<file path="src/rtl/mac_ctrl_pkg.sv">
// Shared types and default sizing for the MAC job sequencer.
package mac_ctrl_pkg;

    localparam int DEF_DATA_W  = 8;
    localparam int DEF_ACC_W   = 16;
    localparam int DEF_LEN_W   = 8;
    localparam int DEF_SUM_W   = 24;
    localparam int DEF_TIMEOUT = 15;

    typedef enum logic [2:0] {
        S_IDLE,
        S_CLEAR,
        S_FETCH,
        S_PRELOAD,
        S_LOAD,
        S_FEED,
        S_WAIT,
        S_DONE
    } state_t;

endpackage

</file>
<file path="src/rtl/mac_seq_ctrl_if.sv">
// Bundle of every signal between the sequencer, its scheduler, the two
// operand streams and the MAC. master = sequencer view, slave = everything else.
interface mac_seq_ctrl_if
    import mac_ctrl_pkg::*;
#(
    parameter int DATA_W = DEF_DATA_W,
    parameter int ACC_W  = DEF_ACC_W,
    parameter int LEN_W  = DEF_LEN_W,
    parameter int SUM_W  = DEF_SUM_W
);
    logic              cmd_valid;
    logic              cmd_ready;
    logic [LEN_W-1:0]  cmd_len;
    logic              w_valid;
    logic              w_ready;
    logic [DATA_W-1:0] w_data;
    logic              x_valid;
    logic              x_ready;
    logic [DATA_W-1:0] x_data;
    logic              mac_clear;
    logic              mac_enable;
    logic [DATA_W-1:0] mac_weight_in;
    logic              mac_preload_weight;
    logic              mac_load_weight;
    logic [DATA_W-1:0] mac_input_val;
    logic [ACC_W-1:0]  mac_out;
    logic              mac_out_valid;
    logic              res_valid;
    logic              res_ready;
    logic [SUM_W-1:0]  res_data;
    logic              res_err;
    logic              busy;

    modport master (
        input  cmd_valid, cmd_len, w_valid, w_data, x_valid, x_data,
               mac_out, mac_out_valid, res_ready,
        output cmd_ready, w_ready, x_ready, mac_clear, mac_enable, mac_weight_in,
               mac_preload_weight, mac_load_weight, mac_input_val,
               res_valid, res_data, res_err, busy
    );

    modport slave (
        output cmd_valid, cmd_len, w_valid, w_data, x_valid, x_data,
               mac_out, mac_out_valid, res_ready,
        input  cmd_ready, w_ready, x_ready, mac_clear, mac_enable, mac_weight_in,
               mac_preload_weight, mac_load_weight, mac_input_val,
               res_valid, res_data, res_err, busy
    );

endinterface

</file>
<file path="src/rtl/mac_seq_ctrl.sv">
// Job-level sequencer for one INT8 weight-stationary MAC: pulls N weight/input
// pairs, steps the MAC through preload/load/enable per pair, accumulates the
// returned products and hands the sum (or a timeout error) to the scheduler.
//
// state   | meaning
// --------+-----------------------------------------------------------
// IDLE    | cmd_ready high, waiting for a job
// CLEAR   | one-cycle mac_clear pulse
// FETCH   | wait for both streams valid, consume one pair together
// PRELOAD | mac_preload_weight with the fetched weight
// LOAD    | mac_load_weight, weight moves into the active register
// FEED    | mac_enable with the fetched input, timeout timer armed
// WAIT    | wait for mac_out_valid or timer expiry
// DONE    | result held on res_* until res_ready
module mac_seq_ctrl
    import mac_ctrl_pkg::*;
#(
    parameter int DATA_W  = DEF_DATA_W,
    parameter int ACC_W   = DEF_ACC_W,
    parameter int LEN_W   = DEF_LEN_W,
    parameter int SUM_W   = DEF_SUM_W,
    parameter bit SIGNED  = 1'b1,
    parameter int TIMEOUT = DEF_TIMEOUT
) (
    input  logic           clk,
    input  logic           reset,
    mac_seq_ctrl_if.master bus
);

    localparam int TMO_W = $clog2(TIMEOUT + 1);

    state_t            state;
    logic [LEN_W-1:0]  remaining;
    logic [SUM_W-1:0]  sum;
    logic [DATA_W-1:0] x_lat;
    logic [TMO_W-1:0]  tmo_cnt;
    logic [SUM_W-1:0]  mac_ext;
    logic [SUM_W-1:0]  sum_next;
    logic              pair_fire;

    // Widen the MAC product into the accumulator width.
    always_comb begin
        if (SIGNED) begin
            mac_ext = {{(SUM_W - ACC_W){bus.mac_out[ACC_W-1]}}, bus.mac_out};
        end else begin
            mac_ext = {{(SUM_W - ACC_W){1'b0}}, bus.mac_out};
        end
    end

    assign sum_next = sum + mac_ext;

    // Both streams are taken in the same cycle or not at all.
    assign pair_fire   = (state == S_FETCH) && bus.w_valid && bus.x_valid;
    assign bus.w_ready = pair_fire;
    assign bus.x_ready = pair_fire;

    // Sequencer FSM; all MAC strobes and result outputs are registered here.
    always_ff @(posedge clk or posedge reset) begin
        if (reset) begin
            state                  <= S_IDLE;
            remaining              <= '0;
            sum                    <= '0;
            x_lat                  <= '0;
            tmo_cnt                <= '0;
            bus.cmd_ready          <= 1'b1;
            bus.busy               <= 1'b0;
            bus.res_valid          <= 1'b0;
            bus.res_data           <= '0;
            bus.res_err            <= 1'b0;
            bus.mac_clear          <= 1'b0;
            bus.mac_enable         <= 1'b0;
            bus.mac_preload_weight <= 1'b0;
            bus.mac_load_weight    <= 1'b0;
            bus.mac_weight_in      <= '0;
            bus.mac_input_val      <= '0;
        end else begin
            bus.mac_clear          <= 1'b0;
            bus.mac_enable         <= 1'b0;
            bus.mac_preload_weight <= 1'b0;
            bus.mac_load_weight    <= 1'b0;
            case (state)
                S_IDLE: begin
                    if (bus.cmd_valid) begin
                        remaining     <= bus.cmd_len;
                        sum           <= '0;
                        bus.res_err   <= 1'b0;
                        bus.cmd_ready <= 1'b0;
                        bus.busy      <= 1'b1;
                        if (bus.cmd_len == '0) begin
                            bus.res_data  <= '0;
                            bus.res_valid <= 1'b1;
                            state         <= S_DONE;
                        end else begin
                            bus.mac_clear <= 1'b1;
                            state         <= S_CLEAR;
                        end
                    end
                end
                S_CLEAR: begin
                    state <= S_FETCH;
                end
                S_FETCH: begin
                    if (pair_fire) begin
                        // weight goes straight to the MAC bus and is held
                        // there through LOAD; the input waits for FEED
                        bus.mac_weight_in      <= bus.w_data;
                        x_lat                  <= bus.x_data;
                        bus.mac_preload_weight <= 1'b1;
                        state                  <= S_PRELOAD;
                    end
                end
                S_PRELOAD: begin
                    bus.mac_load_weight <= 1'b1;
                    state               <= S_LOAD;
                end
                S_LOAD: begin
                    bus.mac_enable    <= 1'b1;
                    bus.mac_input_val <= x_lat;
                    tmo_cnt           <= TMO_W'(TIMEOUT - 1);
                    state             <= S_FEED;
                end
                S_FEED: begin
                    state <= S_WAIT;
                end
                S_WAIT: begin
                    if (bus.mac_out_valid) begin
                        sum       <= sum_next;
                        remaining <= remaining - LEN_W'(1);
                        if (remaining == LEN_W'(1)) begin
                            bus.res_data  <= sum_next;
                            bus.res_valid <= 1'b1;
                            state         <= S_DONE;
                        end else begin
                            state <= S_FETCH;
                        end
                    end else if (tmo_cnt == '0) begin
                        bus.res_err   <= 1'b1;
                        bus.res_data  <= sum;
                        bus.res_valid <= 1'b1;
                        state         <= S_DONE;
                    end else begin
                        tmo_cnt <= tmo_cnt - TMO_W'(1);
                    end
                end
                S_DONE: begin
                    if (bus.res_ready) begin
                        bus.res_valid <= 1'b0;
                        bus.cmd_ready <= 1'b1;
                        bus.busy      <= 1'b0;
                        state         <= S_IDLE;
                    end
                end
                default: begin
                    state <= S_IDLE;
                end
            endcase
        end
    end

endmodule

</file>
<file path="src/flat_wrapper.sv">
// flat-port wrapper written by rule: the top's interface ports become plain ports
module mac_seq_ctrl_flat import mac_ctrl_pkg::*;
#(
    parameter int DATA_W  = DEF_DATA_W,
    parameter int ACC_W   = DEF_ACC_W,
    parameter int LEN_W   = DEF_LEN_W,
    parameter int SUM_W   = DEF_SUM_W,
    parameter bit SIGNED  = 1'b1,
    parameter int TIMEOUT = DEF_TIMEOUT
)
  (clk, reset, bus_cmd_valid, bus_cmd_len, bus_w_valid, bus_w_data, bus_x_valid, bus_x_data, bus_mac_out, bus_mac_out_valid, bus_res_ready, bus_cmd_ready, bus_w_ready, bus_x_ready, bus_mac_clear, bus_mac_enable, bus_mac_weight_in, bus_mac_preload_weight, bus_mac_load_weight, bus_mac_input_val, bus_res_valid, bus_res_data, bus_res_err, bus_busy);
  mac_seq_ctrl_if #(.DATA_W(DATA_W), .ACC_W(ACC_W), .LEN_W(LEN_W), .SUM_W(SUM_W)) bus_i ();
  input  logic clk;
  input  logic reset;
  input wire logic [$bits(bus_i.cmd_valid)-1:0] bus_cmd_valid;
  input wire logic [$bits(bus_i.cmd_len)-1:0] bus_cmd_len;
  input wire logic [$bits(bus_i.w_valid)-1:0] bus_w_valid;
  input wire logic [$bits(bus_i.w_data)-1:0] bus_w_data;
  input wire logic [$bits(bus_i.x_valid)-1:0] bus_x_valid;
  input wire logic [$bits(bus_i.x_data)-1:0] bus_x_data;
  input wire logic [$bits(bus_i.mac_out)-1:0] bus_mac_out;
  input wire logic [$bits(bus_i.mac_out_valid)-1:0] bus_mac_out_valid;
  input wire logic [$bits(bus_i.res_ready)-1:0] bus_res_ready;
  output wire logic [$bits(bus_i.cmd_ready)-1:0] bus_cmd_ready;
  output wire logic [$bits(bus_i.w_ready)-1:0] bus_w_ready;
  output wire logic [$bits(bus_i.x_ready)-1:0] bus_x_ready;
  output wire logic [$bits(bus_i.mac_clear)-1:0] bus_mac_clear;
  output wire logic [$bits(bus_i.mac_enable)-1:0] bus_mac_enable;
  output wire logic [$bits(bus_i.mac_weight_in)-1:0] bus_mac_weight_in;
  output wire logic [$bits(bus_i.mac_preload_weight)-1:0] bus_mac_preload_weight;
  output wire logic [$bits(bus_i.mac_load_weight)-1:0] bus_mac_load_weight;
  output wire logic [$bits(bus_i.mac_input_val)-1:0] bus_mac_input_val;
  output wire logic [$bits(bus_i.res_valid)-1:0] bus_res_valid;
  output wire logic [$bits(bus_i.res_data)-1:0] bus_res_data;
  output wire logic [$bits(bus_i.res_err)-1:0] bus_res_err;
  output wire logic [$bits(bus_i.busy)-1:0] bus_busy;
  assign bus_i.cmd_valid = bus_cmd_valid;
  assign bus_i.cmd_len = bus_cmd_len;
  assign bus_i.w_valid = bus_w_valid;
  assign bus_i.w_data = bus_w_data;
  assign bus_i.x_valid = bus_x_valid;
  assign bus_i.x_data = bus_x_data;
  assign bus_i.mac_out = bus_mac_out;
  assign bus_i.mac_out_valid = bus_mac_out_valid;
  assign bus_i.res_ready = bus_res_ready;
  assign bus_cmd_ready = bus_i.cmd_ready;
  assign bus_w_ready = bus_i.w_ready;
  assign bus_x_ready = bus_i.x_ready;
  assign bus_mac_clear = bus_i.mac_clear;
  assign bus_mac_enable = bus_i.mac_enable;
  assign bus_mac_weight_in = bus_i.mac_weight_in;
  assign bus_mac_preload_weight = bus_i.mac_preload_weight;
  assign bus_mac_load_weight = bus_i.mac_load_weight;
  assign bus_mac_input_val = bus_i.mac_input_val;
  assign bus_res_valid = bus_i.res_valid;
  assign bus_res_data = bus_i.res_data;
  assign bus_res_err = bus_i.res_err;
  assign bus_busy = bus_i.busy;
  mac_seq_ctrl #(.DATA_W(DATA_W), .ACC_W(ACC_W), .LEN_W(LEN_W), .SUM_W(SUM_W), .SIGNED(SIGNED), .TIMEOUT(TIMEOUT)) u_core (.clk(clk), .reset(reset), .bus(bus_i));
endmodule
</file>
<file path="config.mk">
export PLATFORM = sky130hd
export DESIGN_NAME = mac_seq_ctrl_flat
export DESIGN_NICKNAME = d
export VERILOG_FILES = /design/src/rtl/mac_ctrl_pkg.sv /design/src/rtl/mac_seq_ctrl_if.sv /design/src/rtl/mac_seq_ctrl.sv /design/src/flat_wrapper.sv
export SDC_FILE = /design/constraint.sdc
export NUM_CORES = 1
export LEC_CHECK = 0
export ABC_AREA = 1
export ABC_CLOCK_PERIOD_IN_PS = 4500
export BUFFER_PORTS_ARGS = -buffer_cell sky130_fd_sc_hd__buf_2
export CORE_UTILIZATION = 55
export DETAILED_ROUTE_END_ITERATION = 16
export MAX_ROUTING_LAYER = met4
export PLACE_DENSITY = 0.85
export SLEW_MARGIN = 20
export SYNTH_ARGS = -nofsm -noshare
export SYNTH_HDL_FRONTEND = slang
export SYNTH_SLANG_ARGS = --single-unit
</file>
<file path="constraint.sdc">
create_clock -name clk -period 4.5 [get_ports clk]
set_input_delay 0.9 -clock clk [delete_from_list [all_inputs] [get_ports clk]]
set_output_delay 0.9 -clock clk [all_outputs]
set_load 0.03 [all_outputs]
</file>
==> flow_summary_export.csv <==
group,metric,value,unit
synthesis,synth-simple-area-share,33.3,%
placement,dpl-instance-area,0.00644,mm2
synthesis,ys_seq_area_share,40.3,%
min_path,worstHoldPathType,"register to register",
sta,tns,0,ns
synthesis,ys_types,41,
critical_path,worstPathArrival,1.91,ns
floorplan,ios,97,
critical_path,worstPathMaxFanout,18,
sta,relSlewSlack,38.0,%
floorplan,start_util,56.9,%
sta,fin_crit_sh,62.4,%
synthesis,netlist_area,0.00590,mm2
cts,clock-root-buffer,"clkbuf_8",
pwr,p_comb_share,56.4,%
detailed_routing,drt-initial-drc-count,274,
sta,rsz0062_at_grt,"false",
detailed_routing,vias,5558,
synthesis,synth_adder_area_share,5.86,%
cts,ctsResizeCount,0,
placement,gp_congestion,0.945,
sta,fin_ws,1.69,ns
detailed_routing,via_per_inst,5.18,
final_layout,design_area,0.00664,mm2
critical_path,critical_path_class,"register to primary output",
detailed_routing,drt_pass1_iterations,5,
synthesis,syn_nets,915,
critical_path,crit_required,3.60,ns
placement,place_inst,1057,
cts,numCtsBuffers,9,
cts,cts_tree,"done",
synthesis,synth_top_area_share,39.9,%
sta,timing.final.crit_period,2.81,ns
critical_path,r2r_cells,10,
cts,htreeDepth,3,
sta,fmax,0.356,GHz
floorplan,die_w,106,um
final_layout,fin_cells,1073,
final_layout,area_delta_synth_final,12.6,%
final_layout,antenna_cells,0,
sta,tightest_slew,0.929,ns
pwr,power.leakage,3.71,nW
floorplan,rows,37,
synthesis,synthCells,841,
floorplan,dieArea,0.0111,mm2
synthesis,async_flop_share,100,%
floorplan,die_h,106,um
pwr,p_int,2.33,mW
synthesis,synth-compound-area-share,9.61,%
final_layout,drive_above_1_share,14.7,%
floorplan,core-area,0.0104,mm2
cts,clk_path_buf_depth,2,
sta,setup-violations-final,0,
global_routing,grt_usage,27.7,%
global_routing,grt_max_degree,65,
sta,whs,0.486,ns
pwr,seqPwrFrac,31.7,%
pwr,switching_share,51.1,%
synthesis,synth-main-ff-cell,"dfrtp_1",
cts,post_cts_buffers,0,
synthesis,synth_mux_area_share,0,%
synthesis,synth_xor_area_share,0.594,%
global_routing,grt_first_pass_wirelength,23900,um
global_routing,antenna_found_initial,0,
final_layout,nNetsFinal,1006,
synthesis,yosys_warnings,0,
placement,port_buffers,96,
sta,finalMaxSlewViolations,0,
pwr,p_clk_share,11.9,%
flow_run,cap_violations,0,
synthesis,postSynthAreaPerCell,7.01,um2
cts,cts.clk_slew.worst_paths,0.11,ns
synthesis,synth.area.top_cells,"dfrtp_1 40%, nand2_1 18%, inv_1 8.1%",
sta,fin_worst_skew,0.0139,ns
synthesis,synth-seq-cells,95,
status,outcome,"completed",
cts,clock_sinks,95,
placement,hpwl,10600,um
pwr,switching_power,2.43,mW
global_routing,grt_pass1_vias,5420,
critical_path,crit_path_end_kind,"primary output",
placement,post-place-ws,1.67,ns
detailed_routing,final_antenna_net_count,0,
synthesis,synth_top_family_by_area,"simple AND/OR/NAND/NOR gates",
cts,clk_latency,0.40,ns
critical_path,crit_path_start_kind,"register",
cts,postCtsHoldBufs,0,
global_routing,grt-ovfl-total,0,
detailed_routing,drc_errors,0,
detailed_routing,wirelength,14000,um
pwr,peakVddDrop,0.496,mV
synthesis,synth_area_leader_cell,"dfrtp_1",
detailed_routing,drt-wirelength-per-cell,13.0,um
synthesis,synth-edff-count,0,
sta,final-hold-violation-count,0,
pwr,p_per_area,717,mW/mm2
min_path,hold_depth,2,
-- power by group through the flow --
stage                     combinational (mW)  sequential, mW  clock, mW
final                                   2.68            1.51      0.568
after global routing                    3.01            1.55      0.611
after CTS                               2.68            1.51      0.578
after detailed placement                2.67            1.52          0
after global placement                  2.60            1.51          0
after floorplan                         1.70            1.88          0
-- cell usage after synthesis (all sizes together), types with 2 or more instances --
cell type  number
nand2         288
inv           131
nor2           95
dfrtp          94
nand3          46
o21ai          41
a21oi          37
ha             26
nor3           19
a31oi          12
buf            12
nand4           9
nand3b          7
clkbuf          5
xor2            3
a22o            2
a22oi           2
o22ai           2
-- critical path, cell delays in order (launching register included) --
cell and delay (ns):
dfrtp_1 0.43, inv_1 0.17, nand3_1 0.11, inv_1 0.11, nand3_2 0.31, inv_1 0.16
buf_2 0.21
-- flip-flops by register name, summed over array words and instances, names as in the netlist --
signal / count
u_core.bus.res_data: 24
u_core.sum: 24
u_core.bus.mac_input_val: 8
u_core.bus.mac_weight_in: 8
u_core.remaining: 8
u_core.x_lat: 8
u_core.tmo_cnt: 4
u_core.state: 3
u_core.bus.busy: 1
u_core.bus.cmd_ready: 1
u_core.bus.mac_clear: 1
u_core.bus.mac_enable: 1
u_core.bus.mac_load_weight: 1
u_core.bus.mac_preload_weight: 1
u_core.bus.res_err: 1
u_core.bus.res_valid: 1
-- metrics by stage --
step                util (%)  total power, mW
global route            64.0             5.17
detailed placement      62.2             4.19
CTS                     64.0             4.76
global placement        62.2             4.11
finish                  64.0             4.76
floorplan                  -             3.57
-- per-layer routing --
metal | part of all wire, % | GRT usage (%)
met2 | 48 | 45.6
met1 | 45 | 33.8
met5 | 0 | -
met4 | 1.6 | 8.53
met3 | 5.4 | 6.68
-- layout make-up --
class | count | area [um2]
fill | 982 | 3730
clock inverter | 7 | 70.1
timing repair buffer | 97 | 488
tap | 136 | 170
sequential | 95 | 2380
multi-input combinational | 597 | 2910
clock buffer | 9 | 124
inverter | 132 | 498
-- cell usage in the layout (no fill, tap or decap), types with 2 or more instances in the layout --
master / instances
ha_1: 26
inv_6: 3
nor2_2: 2
a21oi_1: 37
nand2_1: 283
a31oi_2: 3
inv_2: 4
nor2_1: 89
a31oi_1: 9
nor3_1: 19
dfrtp_1: 94
o22ai_1: 2
clkbuf_8: 9
nand2_2: 4
a22oi_1: 2
inv_8: 2
nand3b_1: 7
xor2_1: 3
a22o_1: 2
buf_2: 96
o21ai_0: 39
inv_1: 126
nand3_1: 44
nor2_4: 3
nand4_1: 9
-- kinds of logic after synthesis --
group / count (synthesis)
xor+xnor: 4
buf+inv: 149
simple gates: 466
compound gates: 100
fa+ha+maj: 27
flops: 95
-- worst paths after layout --
kind                                             start                     endpoint  slack [ns]
setup / recovery                       u_core.state[2]                  bus_x_ready        1.69
hold / removal             u_core.bus.mac_input_val[0]  u_core.bus.mac_input_val[0]        0.49
setup reg to reg                       u_core.state[1]          u_core.remaining[5]        1.75
hold reg to reg            u_core.bus.mac_input_val[0]  u_core.bus.mac_input_val[0]        0.49
max in group asynchronous                        reset                u_core.sum[4]        2.93
min in group asynchronous                        reset  u_core.bus.mac_input_val[3]        0.64
Power figures use the tool's default switching activity.
